## src/rtl/branch_predict_unit_if.sv

```systemverilog
// ---------------------------------------------------------------------------
// | branch_predict_unit_if                                                    |
// | Fetch-lookup and EX-resolve signal bundle for branch_predict_unit.        |
// | Revision: 1.0                                                             |
// ---------------------------------------------------------------------------
`default_nettype none

interface branch_predict_unit_if #(
  parameter int PC_W = 9
);
  logic [PC_W-1:0] F_PC;
  logic            Pred_Taken;
  logic [31:0]     Pred_Target;
  logic [PC_W-1:0] Cur_PC;
  logic [31:0]     Imm;
  logic            Branch;
  logic            JSel;
  logic            JalrSel;
  logic [31:0]     AluResult;
  logic            Ex_Pred_Taken;
  logic [31:0]     Ex_Pred_Target;
  logic            flag_halt;
  logic [31:0]     PC_Imm;
  logic [31:0]     PC_Four;
  logic [31:0]     BrPC;
  logic            PcSel;
  logic            Flush;
  logic [31:0]     Br_Count;
  logic [31:0]     Mispred_Count;

  modport master (
    output F_PC, Cur_PC, Imm, Branch, JSel, JalrSel, AluResult,
           Ex_Pred_Taken, Ex_Pred_Target, flag_halt,
    input  Pred_Taken, Pred_Target, PC_Imm, PC_Four, BrPC, PcSel, Flush,
           Br_Count, Mispred_Count
  );

  modport slave (
    input  F_PC, Cur_PC, Imm, Branch, JSel, JalrSel, AluResult,
           Ex_Pred_Taken, Ex_Pred_Target, flag_halt,
    output Pred_Taken, Pred_Target, PC_Imm, PC_Four, BrPC, PcSel, Flush,
           Br_Count, Mispred_Count
  );
endinterface

`default_nettype wire

```

## src/rtl/branch_predict_unit.sv

```systemverilog
// ---------------------------------------------------------------------------
// | branch_predict_unit                                                       |
// | BHT+BTB fetch predictor with EX-stage resolve, redirect and training.     |
// | Optional statistics counters: define BRANCH_STATS_EN.                     |
// | Revision: 1.0                                                             |
// ---------------------------------------------------------------------------
`default_nettype none

module branch_predict_unit #(
  parameter int PC_W    = 9,
  parameter int BHT_IDX = 4
) (
  input  wire logic           clk,
  input  wire logic           reset,
  branch_predict_unit_if.slave bus
);
  localparam int TAG_W = PC_W - BHT_IDX - 2;
  localparam int DEPTH = 1 << BHT_IDX;

  localparam logic [1:0] c_CTR_INIT     = 2'b01;
  localparam logic [1:0] c_CTR_WEAK_T   = 2'b10;
  localparam logic [1:0] c_CTR_STRONG_T = 2'b11;
  localparam logic [1:0] c_CTR_STRONG_N = 2'b00;

  logic              r_valid  [DEPTH];
  logic [TAG_W-1:0]  r_tag    [DEPTH];
  logic [31:0]       r_target [DEPTH];
  logic [1:0]        r_ctr    [DEPTH];

  logic [BHT_IDX-1:0] w_f_idx;
  logic [TAG_W-1:0]   w_f_tag;
  logic               w_f_hit;
  logic [BHT_IDX-1:0] w_c_idx;
  logic [TAG_W-1:0]   w_c_tag;
  logic               w_c_hit;
  logic [31:0]        w_cur_pc32;
  logic [31:0]        w_pc_imm;
  logic [31:0]        w_pc_four;
  logic               w_resolve;
  logic               w_actual;
  logic               w_mis_taken;
  logic               w_mis_not_taken;
  logic               w_mispred;
  logic [1:0]         w_ctr_next;
  logic               w_unused_fpc;

  // Fetch lookup reads the registered tables, so a same-cycle train is not visible yet.
  assign w_f_idx         = bus.F_PC[BHT_IDX+1:2];
  assign w_f_tag         = bus.F_PC[PC_W-1:BHT_IDX+2];
  assign w_f_hit         = r_valid[w_f_idx] && (r_tag[w_f_idx] == w_f_tag);
  assign bus.Pred_Taken  = w_f_hit & r_ctr[w_f_idx][1];
  assign bus.Pred_Target = bus.Pred_Taken ? r_target[w_f_idx] : 32'd0;
  assign w_unused_fpc    = ^bus.F_PC[1:0];

  assign w_cur_pc32  = {{(32-PC_W){1'b0}}, bus.Cur_PC};
  assign w_pc_imm    = bus.JalrSel ? {bus.AluResult[31:1], 1'b0} : (w_cur_pc32 + bus.Imm);
  assign w_pc_four   = w_cur_pc32 + 32'd4;
  assign bus.PC_Imm  = w_pc_imm;
  assign bus.PC_Four = w_pc_four;

  assign w_resolve       = (bus.Branch | bus.JSel | bus.JalrSel) & ~bus.flag_halt;
  assign w_actual        = bus.JSel | bus.JalrSel | (bus.Branch & bus.AluResult[0]);
  assign w_mis_taken     = w_actual & (~bus.Ex_Pred_Taken | (bus.Ex_Pred_Target != w_pc_imm));
  assign w_mis_not_taken = ~w_actual & bus.Ex_Pred_Taken;
  assign w_mispred       = w_resolve & (w_mis_taken | w_mis_not_taken);

  assign bus.PcSel = w_mispred;
  assign bus.Flush = w_mispred;
  assign bus.BrPC  = !w_mispred  ? 32'd0 :
                     w_mis_taken ? w_pc_imm : w_pc_four;

  assign w_c_idx = bus.Cur_PC[BHT_IDX+1:2];
  assign w_c_tag = bus.Cur_PC[PC_W-1:BHT_IDX+2];
  assign w_c_hit = r_valid[w_c_idx] && (r_tag[w_c_idx] == w_c_tag);

  // A taken branch that misses in the BTB installs a fresh entry as weakly taken.
  always_comb begin
    w_ctr_next = r_ctr[w_c_idx];
    if (w_actual) begin
      if (!w_c_hit)
        w_ctr_next = c_CTR_WEAK_T;
      else if (r_ctr[w_c_idx] != c_CTR_STRONG_T)
        w_ctr_next = r_ctr[w_c_idx] + 2'd1;
      if (bus.JSel | bus.JalrSel)
        w_ctr_next = c_CTR_STRONG_T;
    end else if (r_ctr[w_c_idx] != c_CTR_STRONG_N) begin
      w_ctr_next = r_ctr[w_c_idx] - 2'd1;
    end
  end

  always_ff @(posedge clk) begin
    if (reset) begin
      for (int i = 0; i < DEPTH; i++) begin
        r_valid[i] <= 1'b0;
        r_ctr[i]   <= c_CTR_INIT;
      end
    end else if (w_resolve) begin
      r_ctr[w_c_idx] <= w_ctr_next;
      if (w_actual) begin
        r_valid[w_c_idx]  <= 1'b1;
        r_tag[w_c_idx]    <= w_c_tag;
        r_target[w_c_idx] <= w_pc_imm;
      end
    end
  end

`ifdef BRANCH_STATS_EN
  logic [31:0] r_br_count;
  logic [31:0] r_mispred_count;

  always_ff @(posedge clk) begin
    if (reset) begin
      r_br_count      <= 32'd0;
      r_mispred_count <= 32'd0;
    end else if (w_resolve) begin
      if (r_br_count != 32'hFFFF_FFFF)
        r_br_count <= r_br_count + 32'd1;
      if (w_mispred && (r_mispred_count != 32'hFFFF_FFFF))
        r_mispred_count <= r_mispred_count + 32'd1;
    end
  end

  assign bus.Br_Count      = r_br_count;
  assign bus.Mispred_Count = r_mispred_count;
`else
  assign bus.Br_Count      = 32'd0;
  assign bus.Mispred_Count = 32'd0;
`endif

endmodule

`default_nettype wire
```

## src/flat_wrapper.sv

```systemverilog
// flat-port wrapper written by rule: the top's interface ports become plain ports
module branch_predict_unit_flat 
#(
  parameter int PC_W    = 9,
  parameter int BHT_IDX = 4
)
  (clk, reset, bus_F_PC, bus_Cur_PC, bus_Imm, bus_Branch, bus_JSel, bus_JalrSel, bus_AluResult, bus_Ex_Pred_Taken, bus_Ex_Pred_Target, bus_flag_halt, bus_Pred_Taken, bus_Pred_Target, bus_PC_Imm, bus_PC_Four, bus_BrPC, bus_PcSel, bus_Flush, bus_Br_Count, bus_Mispred_Count);
  branch_predict_unit_if #(.PC_W(PC_W)) bus_i ();
  input  wire logic clk;
  input  wire logic reset;
  input wire logic [$bits(bus_i.F_PC)-1:0] bus_F_PC;
  input wire logic [$bits(bus_i.Cur_PC)-1:0] bus_Cur_PC;
  input wire logic [$bits(bus_i.Imm)-1:0] bus_Imm;
  input wire logic [$bits(bus_i.Branch)-1:0] bus_Branch;
  input wire logic [$bits(bus_i.JSel)-1:0] bus_JSel;
  input wire logic [$bits(bus_i.JalrSel)-1:0] bus_JalrSel;
  input wire logic [$bits(bus_i.AluResult)-1:0] bus_AluResult;
  input wire logic [$bits(bus_i.Ex_Pred_Taken)-1:0] bus_Ex_Pred_Taken;
  input wire logic [$bits(bus_i.Ex_Pred_Target)-1:0] bus_Ex_Pred_Target;
  input wire logic [$bits(bus_i.flag_halt)-1:0] bus_flag_halt;
  output wire logic [$bits(bus_i.Pred_Taken)-1:0] bus_Pred_Taken;
  output wire logic [$bits(bus_i.Pred_Target)-1:0] bus_Pred_Target;
  output wire logic [$bits(bus_i.PC_Imm)-1:0] bus_PC_Imm;
  output wire logic [$bits(bus_i.PC_Four)-1:0] bus_PC_Four;
  output wire logic [$bits(bus_i.BrPC)-1:0] bus_BrPC;
  output wire logic [$bits(bus_i.PcSel)-1:0] bus_PcSel;
  output wire logic [$bits(bus_i.Flush)-1:0] bus_Flush;
  output wire logic [$bits(bus_i.Br_Count)-1:0] bus_Br_Count;
  output wire logic [$bits(bus_i.Mispred_Count)-1:0] bus_Mispred_Count;
  assign bus_i.F_PC = bus_F_PC;
  assign bus_i.Cur_PC = bus_Cur_PC;
  assign bus_i.Imm = bus_Imm;
  assign bus_i.Branch = bus_Branch;
  assign bus_i.JSel = bus_JSel;
  assign bus_i.JalrSel = bus_JalrSel;
  assign bus_i.AluResult = bus_AluResult;
  assign bus_i.Ex_Pred_Taken = bus_Ex_Pred_Taken;
  assign bus_i.Ex_Pred_Target = bus_Ex_Pred_Target;
  assign bus_i.flag_halt = bus_flag_halt;
  assign bus_Pred_Taken = bus_i.Pred_Taken;
  assign bus_Pred_Target = bus_i.Pred_Target;
  assign bus_PC_Imm = bus_i.PC_Imm;
  assign bus_PC_Four = bus_i.PC_Four;
  assign bus_BrPC = bus_i.BrPC;
  assign bus_PcSel = bus_i.PcSel;
  assign bus_Flush = bus_i.Flush;
  assign bus_Br_Count = bus_i.Br_Count;
  assign bus_Mispred_Count = bus_i.Mispred_Count;
  branch_predict_unit #(.PC_W(PC_W), .BHT_IDX(BHT_IDX)) u_core (.clk(clk), .reset(reset), .bus(bus_i));
endmodule
```

## config.mk

```make
export PLATFORM = sky130hd
export DESIGN_NAME = branch_predict_unit_flat
export DESIGN_NICKNAME = d
export VERILOG_FILES = /design/src/rtl/branch_predict_unit_if.sv /design/src/rtl/branch_predict_unit.sv /design/src/flat_wrapper.sv
export SDC_FILE = /design/constraint.sdc
export NUM_CORES = 1
export LEC_CHECK = 0
export CAP_MARGIN = 15
export CORE_ASPECT_RATIO = 0.9
export CORE_MARGIN = 2
export CORE_UTILIZATION = 30
export DETAILED_ROUTE_END_ITERATION = 8
export PLACE_DENSITY = 0.51
export SYNTH_ARGS = -nofsm -noshare
export SYNTH_HDL_FRONTEND = slang
export SYNTH_SLANG_ARGS = --single-unit
```

## constraint.sdc

```tcl
create_clock -name clk -period 7.38 [get_ports clk]
set_clock_uncertainty 0.1 [all_clocks]
set_input_delay 1.476 -clock clk [delete_from_list [all_inputs] [get_ports clk]]
set_output_delay 1.476 -clock clk [all_outputs]
set_load 0.02 [all_outputs]
```

==> metrics.md, run 1 <==
| Metric | Value |
|---|---|
| Largest family of logic cells by synthesized area | `multiplexers` |
| Vias per inst | `5.13` |
| DP Worst Slack | `-0.219 ns` |
| Register area share after synthesis | `64.4%` |
| Total grt overflow | `0` |
| Fmax | `137 MHz` |
| DR iter-0 viols | `1860` |
| Clock share of power | `40.6%` |
| Register bit count reported by yosys | `608` |
| Leak | `0.0112 µW` |
| Sw Pwr | `1930 µW` |
| Multiplexer share of the synthesized area | `17.5%` |
| Die Wd | `327 µm` |
| CP max stage delay | `0.50 ns` |
| Internal | `6200 µW` |
| Top cell type by total area after synthesis | `edfxtp_1` |
| Setup ws final | `0.0704 ns` |
| Avg Inst Size Synth | `17.0 µm²` |
| Switching part of the total power | `23.7%` |
| Largest net degree at the start of global routing | `61` |
| Most common cell in the netlist | `edfxtp_1` |
| Signal arrival time at the worst endpoint | `5.73 ns` |
| Synth Cell Area | `28100 µm²` |
| Via count of the routed design | `16800` |
| Post-layout net count | `2120` |
| CTS H-tree lvls | `3` |
| Longest Clk Path Bufs | `3` |
| Initial Util | `30.3%` |
| Slew HR | `22.6%` |
| Core Util, Final | `37.4%` |
| Reg power frac | `47.7%` |
| Top cells by area, synth | `edfxtp_1 (63%), mux4_2 (16%), buf_4 (2.5%)` |
| Total Power | `8130 µW` |
| Mapped Cells | `1648` |
| Routability-driven placement congestion ratio | `0.872` |
| CP required | `5.80 ns` |
| Hold Path Class | `reg2reg` |
| EDFF count, synth | `592` |
| Die area | `96100 µm²` |
| Post-detail-place hpwl | `59.7 mm` |
| Die Span Y | `294 µm` |
| Synth Area in Compound Gates | `3.71%` |
| Fraction of layout cells with a size suffix above 1 | `24.8%` |
| First-pass GRT wire length | `126 mm` |
| Post-route clock period utilization | `99.0%` |
| Max Fanout on Critical Path | `4` |
| XOR/XNOR Fraction of Synth Area | `2.70%` |
| Peak VDD IR | `0.148 mV` |
| CTS sink count | `608` |
| Drt first pass iters | `6` |
| CTS tree | `built` |
| Endpoints failing setup | `0` |
| Synth Area in Adders | `0.650%` |
| Rows | `106` |
| CTS buffer count | `70` |
| Setup crit start kind | `input pin` |
| Post-synth top cells | `edfxtp_1 (592), mux4_2 (194), buf_4 (92)` |
| Final ANT Viol Nets | `0` |
| CTS clock-pin slew for the worst setup and hold paths | `0.06 ns` |
| Synth top area share | `63.3%` |
| Synth Flop Type | `edfxtp_1` |
| Slowest-stage cell, CP | `clkdlybuf4s50_1` |
| PwrDens | `235 nW/µm²` |
| Hold-fix buffers, CTS | `0` |
| Combinational share of power | `11.7%` |
| # port buffers | `227` |
| Ys async rst share | `0%` |
| Max-cap check violation count | `0` |
| WL/cell | `27.6 µm` |
| Number of remaining DRC errors | `0` |
| Slew @ Worst Pin | `1.16 ns` |
| Slew Limit Fails | `0` |
| Post-Synth Simple-Gate Area | `6.64%` |
| Initial antenna violation count | `13` |
| Vias in the first global route | `16800` |
| Cell repeated most along the worst path | `buf_4` |
| Final hold violations | `0` |
| CTS root buffer | `clkbuf_16` |
| Clock period minus final worst setup slack | `7.31 ns` |
| Total GRT Usage | `18.5%` |
| Core ar. | `92800 µm²` |
| IO Pins | `316` |
| Post-synthesis cell type count | `77` |
| Status | `complete, no violations` |
| Synth warn | `0` |
| Area Overhead vs Synth | `23.4%` |
| Critical-path cell list | `clkdlybuf4s50_1 -> ha_1 -> a21oi_1 -> or2_1 -> a21oi_1 -> a221oi_1 -> buf_4 -> xor2_1 -> a311oi_1 -> o2111ai_2 -> nor4_4 -> buf_4 -> clkbuf_4 -> buf_4 -> o21ai_0 -> dlygate4sd2_1` |
| Worst-Skew Late Latency | `0.60 ns` |
| WS Path Type | `in2out` |
| Routed WL | `90.8 mm` |
| CP Capture Type | `output port` |
area by class of cell:
cell class,instances,area (µm²)
Antenna cell,4,10.0
Clock buffer,87,1880
Clock inverter,38,307
Fill cell,8722,58200
Inverter,34,128
Multi-Input combinational cell,904,9330
Sequential cell,608,18100
Tap cell,1242,1550
Timing Repair Buffer,367,3370
what timing repair did:
action,4_1_cts,5_1_grt
gates cloned,0,1
hold endpoints to repair,0,0
setup endpoints to repair,34,34
pin swaps,0,4
setup buffers,1,3
resized for setup,36,42
per-stage QoR:
step | cell area [µm²] | hold slack (ns) | std cells | TNS (ns)
final | 34700 | 0.388 | 3284 | 0
after detailed placement | 32300 | 0.379 | 3150 | -6.10
after CTS | 34500 | 0.389 | 3276 | 0
after global routing | 34700 | 0.410 | 3280 | -0.284
after floorplan | 28400 | 0.357 | 1733 | 0
after global placement | 32300 | 0.372 | 3150 | -6.34
cell families (layout without fill, tap and decap cells):
group	count (synthesis)	count (layout)
other	1	90
xor gates and xnor gates	82	82
and+or+nand+nor	345	345
buffers and inverters	221	526
muxes	221	221
adders and majority gates	14	14
DFF	608	608
AOI/OAI and AO/OA	156	156
worst max-delay path: cells and delay by family:
kind,cells,cell delay [ns]
compound gates,6,1.57
fa+ha+maj,1,0.33
buf+inv,6,1.56
xor+xnor,1,0.18
simple gates,2,0.60
path summary, 6_finish.rpt:
| path | start | to | slack [ns] | cells past startpoint |
|---|---|---|---|---|
| hold reg to reg | u_core.r_valid[13] | u_core.r_valid[13] | 0.39 | 2 |
| setup / recovery | bus_Imm[1] | bus_BrPC[1] | 0.07 | 16 |
| setup reg to reg | u_core.r_tag[13][2] | u_core.r_ctr[6][1] | 3.79 | 7 |
| hold / removal | u_core.r_valid[13] | u_core.r_valid[13] | 0.39 | 2 |
routing by layer:
| metal | part of all wire (%) | GRT usage, % | up-vias |
|---|---|---|---|
| met5 | 0.065 | 0 | - |
| met4 | 1.7 | 4.24 | 10 |
| met3 | 8.8 | 4.74 | 97 |
| met2 | 44 | 27.5 | 729 |
| met1 | 45 | 26.9 | 8877 |
| li1 | - | - | 7129 |
state kept, by name (all words and copies together) (netlist names):
signal	flops
u_core.r_ctr	32
u_core.r_tag	48
u_core.r_target	512
u_core.r_valid	16
cell usage in the layout, fill, tap and decap left out, types with 6 or more instances in the layout:
master / instances
a211oi_1: 7
a21o_1: 6
a21oi_1: 21
and2_1: 6
buf_12: 6
buf_4: 140
clkbuf_1: 14
clkbuf_16: 73
clkdlybuf4s15_1: 10
clkdlybuf4s50_1: 178
clkinv_1: 18
clkinv_2: 10
conb_1: 86
dfxtp_1: 16
dlygate4sd2_1: 16
dlymetal6s2s_1: 8
edfxtp_1: 592
ha_1: 11
inv_1: 33
mux2_2: 7
mux4_1: 16
mux4_2: 194
nand2_1: 90
nand2b_1: 18
nand3_1: 34
nand4_1: 14
nor2_1: 41
nor2_4: 16
nor2b_1: 36
nor3_1: 16
nor3b_1: 28
o21ai_0: 24
o21ai_1: 27
o22ai_1: 18
xnor2_1: 51
xor2_1: 28
power by group through the flow:
stage	clock, µW	combinational [µW]	sequential [µW]
2_1_floorplan	0	541	3950
6_report	3300	952	3880
5_1_grt	3500	1010	3880
4_1_cts	3370	951	3880
3_5_place_dp	0	952	3950
3_3_place_gp	0	942	3950
No activity file was read; power rests on OpenSTA's default activity.
==> run 2, diff against run 1 <==
--- a/config.mk
+++ b/config.mk
@@ -6,4 +6,5 @@
 export NUM_CORES = 1
 export LEC_CHECK = 0
+export ABC_AREA = 1
 export CAP_MARGIN = 15
 export CORE_ASPECT_RATIO = 0.9
@@ -11,4 +12,5 @@
 export CORE_UTILIZATION = 30
 export DETAILED_ROUTE_END_ITERATION = 8
+export HOLD_SLACK_MARGIN = 0.08
 export PLACE_DENSITY = 0.51
 export SYNTH_ARGS = -nofsm -noshare
==> constraint.sdc (replaced) <==
create_clock -name clk -period 7.38 [get_ports clk]
set_clock_uncertainty 0.1 [all_clocks]
set_input_delay 0.738 -clock clk [delete_from_list [all_inputs] [get_ports clk]]
set_output_delay 0.738 -clock clk [all_outputs]
set_load 0.02 [all_outputs]
==> metrics.md, run 2 <==
| Metric | Value |
|---|---|
| Status | `complete, no violations` |
| CP required | `6.54 ns` |
| Core ar. | `94500 µm²` |
| Layout Cells excl Fill | `4301` |
| Routed WL | `89.4 mm` |
| CTS tree | `built` |
| Peak VDD IR | `0.147 mV` |
| Setup bufs post-CTS | `0` |
| Via count of the routed design | `21100` |
| Most frequent cells in the layout | `edfxtp_1 (592), nand2_1 (501), nor2_1 (398), o21ai_0 (350), clkdlybuf4s50_1 (222)` |
| Leak | `0.0121 µW` |
| CTS root buffer | `clkbuf_16` |
| IO Pins | `316` |
| Cell repeated most along the worst path | `nand2_1` |
| Combinational share of power | `11.9%` |
| DP Cell Count | `4193` |
| Hold Path Class | `reg2reg` |
| Post_cts resized | `0` |
| CTS clock-pin slew for the worst setup and hold paths | `0.06 ns` |
| Setup crit start kind | `input pin` |
| Number of remaining DRC errors | `0` |
| RSZ-0062 raised after global routing | `no` |
| DP Worst Slack | `1.18 ns` |
| Vias in the first global route | `19800` |
| Worst-Skew Late Latency | `0.60 ns` |
| Post-layout net count | `3144` |
| Slew Limit Fails | `0` |
| Final hold violations | `0` |
| Slowest-stage cell, CP | `clkdlybuf4s50_1` |
| Synth top area share | `62.2%` |
| Post-synth top cells | `edfxtp_1 (592), nand2_1 (501), nor2_1 (415)` |
| Biggest register | `u_core.r_target` |
| Most common cell after layout, fill and taps aside | `edfxtp_1` |
| Rows | `107` |
| Total grt overflow | `0` |
| Ys async rst share | `0%` |
| Total GRT Usage | `17.9%` |
| WS Path Type | `in2out` |
| Reg-to-reg endpoint | `u_core.r_ctr[10][1]` |
| Hold Path Cell Cnt | `2` |
| Slew HR | `24.3%` |
| Clock share of power | `39.4%` |
| Avg Inst Size Synth | `10.1 µm²` |
| Top cell type by total area after synthesis | `edfxtp_1` |
| Hold Startpoint | `u_core.r_valid[15]` |
| WL/cell | `20.8 µm` |
| Vias per inst | `4.91` |
| Max-cap check violation count | `0` |
| Synth Flop Type | `edfxtp_1` |
| CTS buffer count | `67` |
| EDFF count, synth | `592` |
| First-pass GRT wire length | `132 mm` |
| Fmax | `165 MHz` |
| Max reg flops | `512` |
| Max Fanout on Critical Path | `18` |
| CP Capture Type | `output port` |
| CTS H-tree lvls | `3` |
| CP max stage delay | `0.54 ns` |
| Post-route clock period utilization | `82.4%` |
| DR iter-0 viols | `1848` |
| Hold Worst Slack | `0.389 ns` |
| Clock period minus final worst setup slack | `6.08 ns` |
| Reg power frac | `48.7%` |
| Top cells by area, synth | `edfxtp_1 (62%), nand2_1 (6.6%), o21ai_0 (6.1%)` |
| Mapped Cells | `2818` |
| Final ANT Viol Nets | `0` |
| Top Registers | `u_core.r_target: 512 flops, u_core.r_tag: 48 flops, u_core.r_ctr: 32 flops` |
| PwrDens | `234 nW/µm²` |
| Post-detail-place hpwl | `54.0 mm` |
| Flop-to-flop setup slack | `4.47 ns` |
| Fillers | `9480` |
| FF-to-FF path depth | `12` |
| Drt first pass iters | `5` |
| Synth warn | `0` |
| WHS Endpoint | `u_core.r_valid[15]` |
| Internal | `5990 µW` |
| ANT cells | `0` |
| Initial antenna violation count | `2` |
| Synth Cell Area | `28600 µm²` |
| Largest net degree at the start of global routing | `141` |
| Total Power | `7950 µW` |
| Setup ws final | `1.30 ns` |
| Fraction of layout cells with a size suffix above 1 | `7.78%` |
| Critical-path cell list | `clkdlybuf4s50_1 -> ha_1 -> fa_1 -> nand2_1 -> nand2_1 -> nand3_2 -> nand2_2 -> nand2_1 -> nand2_2 -> nand3_1 -> nand3_1 -> nand2_1 -> inv_2 -> nand2_1 -> nand2_1 -> nor2_1 -> nand2_1 -> nor2_1 -> nand3_2 -> nand3_2 -> buf_4 -> a21oi_1 -> clkdlybuf4s50_1` |
| Post-synthesis cell type count | `45` |
| Signal arrival time at the worst endpoint | `5.24 ns` |
| Slew @ Worst Pin | `1.14 ns` |
| Register bit count reported by yosys | `608` |
| Worst r2r src | `u_core.r_tag[5][0]` |
| Endpoints failing setup | `0` |
| # port buffers | `227` |
| Switching part of the total power | `24.6%` |
| Die Wd | `329 µm` |
| Initial Util | `30.2%` |
| Area Overhead vs Synth | `18.9%` |
| Hold-fix buffers, CTS | `0` |
| CTS sink count | `608` |
| Sw Pwr | `1950 µW` |
| Register area share after synthesis | `63.3%` |
| Die Span Y | `297 µm` |
| Routability-driven placement congestion ratio | `0.891` |
| Longest Clk Path Bufs | `3` |
| Die area | `97800 µm²` |
| Fin Setup TNS | `0 ns` |
| Most common cell in the netlist | `edfxtp_1` |
-- run 2: changes by cell type after synthesis, sizes merged, moves of 36 or more --
| cell | change |
|---|---|
| o22ai | +101 |
| o21ai | +299 |
| inv | +144 |
| mux4 | -210 |
| a21oi | +80 |
| nor2b | -36 |
| nor2 | +359 |
| nand2 | +419 |
| clkbuf | +42 |
| xnor2 | -49 |
| nand3 | +103 |
-- run 2: worst max path at each step --
stage	start	depth (start not counted)	to	slack, ns
6_report	bus_Cur_PC[0]	23	bus_BrPC[18]	1.30
2_1_floorplan	bus_Imm[0]	20	bus_BrPC[2]	3.14
5_1_grt	bus_Cur_PC[0]	23	bus_BrPC[27]	0.90
4_1_cts	bus_Cur_PC[0]	23	bus_BrPC[18]	1.16
3_3_place_gp	bus_Cur_PC[0]	23	bus_BrPC[18]	1.21
3_5_place_dp	bus_Cur_PC[0]	23	bus_BrPC[18]	1.18
-- run 2: layer usage --
layer	GRT usage, %	up-vias	wire length (µm)
li1	-	10100	-
met1	26.1	10200	42200
met2	27.9	706	40300
met3	3.07	99	5450
met4	3.67	4	1420
met5	0	-	22
-- run 2: worst max-delay path: cells and delay by family --
family                   cells  cell delay [ns]
buffers and inverters        4             1.45
adder cells (fa/ha/maj)      2             0.74
AO/OA/AOI/OAI                1             0.08
AND/OR/NAND/NOR             16             2.20
-- run 2: layout make-up --
cell class	instances	area (µm²)	share of cell area, %
clock buffers	88	1830	5.38
flip-flops and latches	608	18100	53.3
multi-input cells	1873	8950	26.4
well taps	1253	1570	4.61
repair buffers	281	2680	7.89
inverters	178	676	1.99
clock inverters	20	170	0.501
-- run 2: power by group through the flow --
stage	clock [µW]	sequential [µW]	combinational, µW
after floorplan	0	3940	571
after global placement	0	3940	951
after detailed placement	0	3950	949
after CTS	3190	3870	953
after global routing	3320	3870	1030
final	3130	3870	945
-- run 2: cells by family after synthesis --
family	share of synthesized area, %
AOI/OAI and AO/OA	12.5
xor gates and xnor gates	0.215
adders and majority gates	0.639
buffers and inverters	6.92
DFF	63.3
other	0.0131
and+or+nand+nor	16.4
-- run 2: per-stage QoR --
| step | utilization, % | area [µm²] |
|---|---|---|
| 2_1_floorplan | - | 28900 |
| 3_3_place_gp | 33.8 | 32000 |
| 3_5_place_dp | 33.8 | 32000 |
| 4_1_cts | 35.9 | 34000 |
| 5_1_grt | 35.9 | 34000 |
| 6_report | 35.9 | 34000 |
==> run 3, diff against run 2 <==
Settings changed: PLACE_DENSITY 0.51 to 0.53.
Clock period 7.38 ns to 4.9 ns, I/O delays scaled along.
==> metrics.md, run 3 (same netlist as run 2, synthesis figures left out) <==
| Metric | Value |
|---|---|
| CP Capture Type | `output port` |
| Most frequent cells in the layout | `edfxtp_1 (592), nand2_1 (499), nor2_1 (396), o21ai_0 (350), clkdlybuf4s50_1 (182)` |
| CTS H-tree lvls | `3` |
| Final hold violations | `0` |
| Die area | `97800 µm²` |
| IO Pins | `316` |
| Vias in the first global route | `20600` |
| Initial antenna violation count | `8` |
| Final ANT Viol Nets | `0` |
| Max reg flops | `512` |
| Drt first pass iters | `5` |
| Max Fanout on Critical Path | `22` |
| Hold-fix buffers, CTS | `0` |
| DP Worst Slack | `-0.138 ns` |
| Status | `complete, no violations` |
| CTS root buffer | `clkbuf_16` |
| CTS sink count | `608` |
| Rows | `107` |
| Core ar. | `94500 µm²` |
| Setup bufs post-CTS | `0` |
| Longest Clk Path Bufs | `3` |
| Area Overhead vs Synth | `21.7%` |
| Leak | `0.0130 µW` |
| Slew Limit Fails | `0` |
| Post-layout net count | `3227` |
| Fillers | `9460` |
| Fraction of layout cells with a size suffix above 1 | `10.6%` |
| FF-to-FF path depth | `13` |
| Fmax | `218 MHz` |
| Die Span Y | `297 µm` |
| Top Registers | `u_core.r_target: 512 flops, u_core.r_tag: 48 flops, u_core.r_ctr: 32 flops` |
| Setup ws final | `0.319 ns` |
| Total GRT Usage | `18.1%` |
| RSZ-0062 raised after global routing | `no` |
| Slew @ Worst Pin | `1.11 ns` |
| DR iter-0 viols | `2017` |
| Post-detail-place hpwl | `57.2 mm` |
| # port buffers | `227` |
| PwrDens | `345 nW/µm²` |
| WL/cell | `20.6 µm` |
| Routed WL | `90.4 mm` |
| CTS clock-pin slew for the worst setup and hold paths | `0.05 ns` |
| CTS buffer count | `67` |
| Routability-driven placement congestion ratio | `0.883` |
| Via count of the routed design | `21600` |
| Worst-Skew Late Latency | `0.59 ns` |
| Setup crit start kind | `input pin` |
| Vias per inst | `4.92` |
| Clock period minus final worst setup slack | `4.58 ns` |
| Hold Path Class | `reg2reg` |
| ANT cells | `0` |
| Hold Worst Slack | `0.381 ns` |
| Most common cell after layout, fill and taps aside | `edfxtp_1` |
| Signal arrival time at the worst endpoint | `3.99 ns` |
| CP required | `4.31 ns` |
| First-pass GRT wire length | `133 mm` |
| Number of remaining DRC errors | `0` |
| Max-cap check violation count | `0` |
| Post-route clock period utilization | `93.5%` |
| Biggest register | `u_core.r_target` |
| Total grt overflow | `0` |
| Initial Util | `30.2%` |
| Die Wd | `329 µm` |
| Endpoints failing setup | `0` |
| Peak VDD IR | `0.203 mV` |
| WS Path Type | `in2out` |
| Largest net degree at the start of global routing | `209` |
| Slew HR | `25.5%` |
| CTS tree | `built` |
| Hold Path Cell Cnt | `2` |
[run 3: changes by cell type in the layout (fill, tap and decap cells not counted), moves of 6 or more]
cell	change
clkinv_1	+8
buf_12	+9
clkbuf_1	+6
buf_4	+80
dlymetal6s2s_1	+25
clkdlybuf4s50_1	-40
[run 3: critical path, stage by stage]
cell             delay [ns]
clkdlybuf4s50_1        0.43
ha_1                   0.23
fa_1                   0.40
nand2_1                0.09
nand2_1                0.10
nand3_1                0.13
nand2_1                0.12
nand2_1                0.10
nand2_1                0.09
nand3_1                0.10
nand3_1                0.15
nand3b_1               0.12
nand2_1                0.06
nand4_1                0.11
nor2_2                 0.07
buf_4                  0.14
nand3_2                0.15
nand3_2                0.14
buf_12                 0.18
a21oi_1                0.20
dlygate4sd2_1          0.37
[run 3: layer usage]
layer  up-vias  wire length (µm)  track usage, %
li1      10300                 -               -
met1     10400             40600            25.5
met2       784             40800            28.4
met3       110              7150            4.18
met4         8              1840            4.17
met5         -                53               0
[run 3: worst paths after layout]
| check | start | to | slack (ns) |
|---|---|---|---|
| min | u_core.r_valid[7] | u_core.r_valid[7] | 0.38 |
| max | bus_Cur_PC[0] | bus_BrPC[31] | 0.32 |
| min reg2reg | u_core.r_valid[7] | u_core.r_valid[7] | 0.38 |
| max reg2reg | u_core.r_tag[1][0] | u_core.r_ctr[11][0] | 2.17 |
[run 3: power breakdown]
part	internal (µW)	total, µW	leakage, µW	switching [µW]
logic	497	1490	0.00647	994
clock network	2750	4690	0.000986	1940
registers	5820	5830	0.00550	14.2
[run 3: area by class of cell]
cell class | instances | area, µm² | area share (%)
clock buffers | 93 | 1860 | 5.34
clock inverters | 27 | 170 | 0.489
well taps | 1253 | 1570 | 4.51
repair buffers | 364 | 3440 | 9.90
flip-flops and latches | 608 | 18100 | 52.0
multi-input cells | 1873 | 8970 | 25.8
inverters | 178 | 676 | 1.94
[run 3: stage by stage]
| step | utilization (%) | instance area [µm²] | power, µW | setup TNS (ns) | std cells |
|---|---|---|---|---|---|
| after floorplan | - | 28900 | 6800 | 0 | 2903 |
| after global placement | 34.6 | 32700 | 7440 | -1.19 | 4276 |
| after detailed placement | 34.6 | 32700 | 7450 | -1.10 | 4276 |
| after CTS | 36.7 | 34700 | 12100 | 0 | 4396 |
| after global routing | 36.8 | 34800 | 12500 | 0 | 4396 |
| final | 36.8 | 34800 | 12000 | 0 | 4396 |
[run 3: repair_timing]
item,4_1_cts,5_1_grt
gates resized for setup,13,36
endpoints found under the setup margin,29,33
gates cloned,0,0
endpoints found under the hold margin,0,0
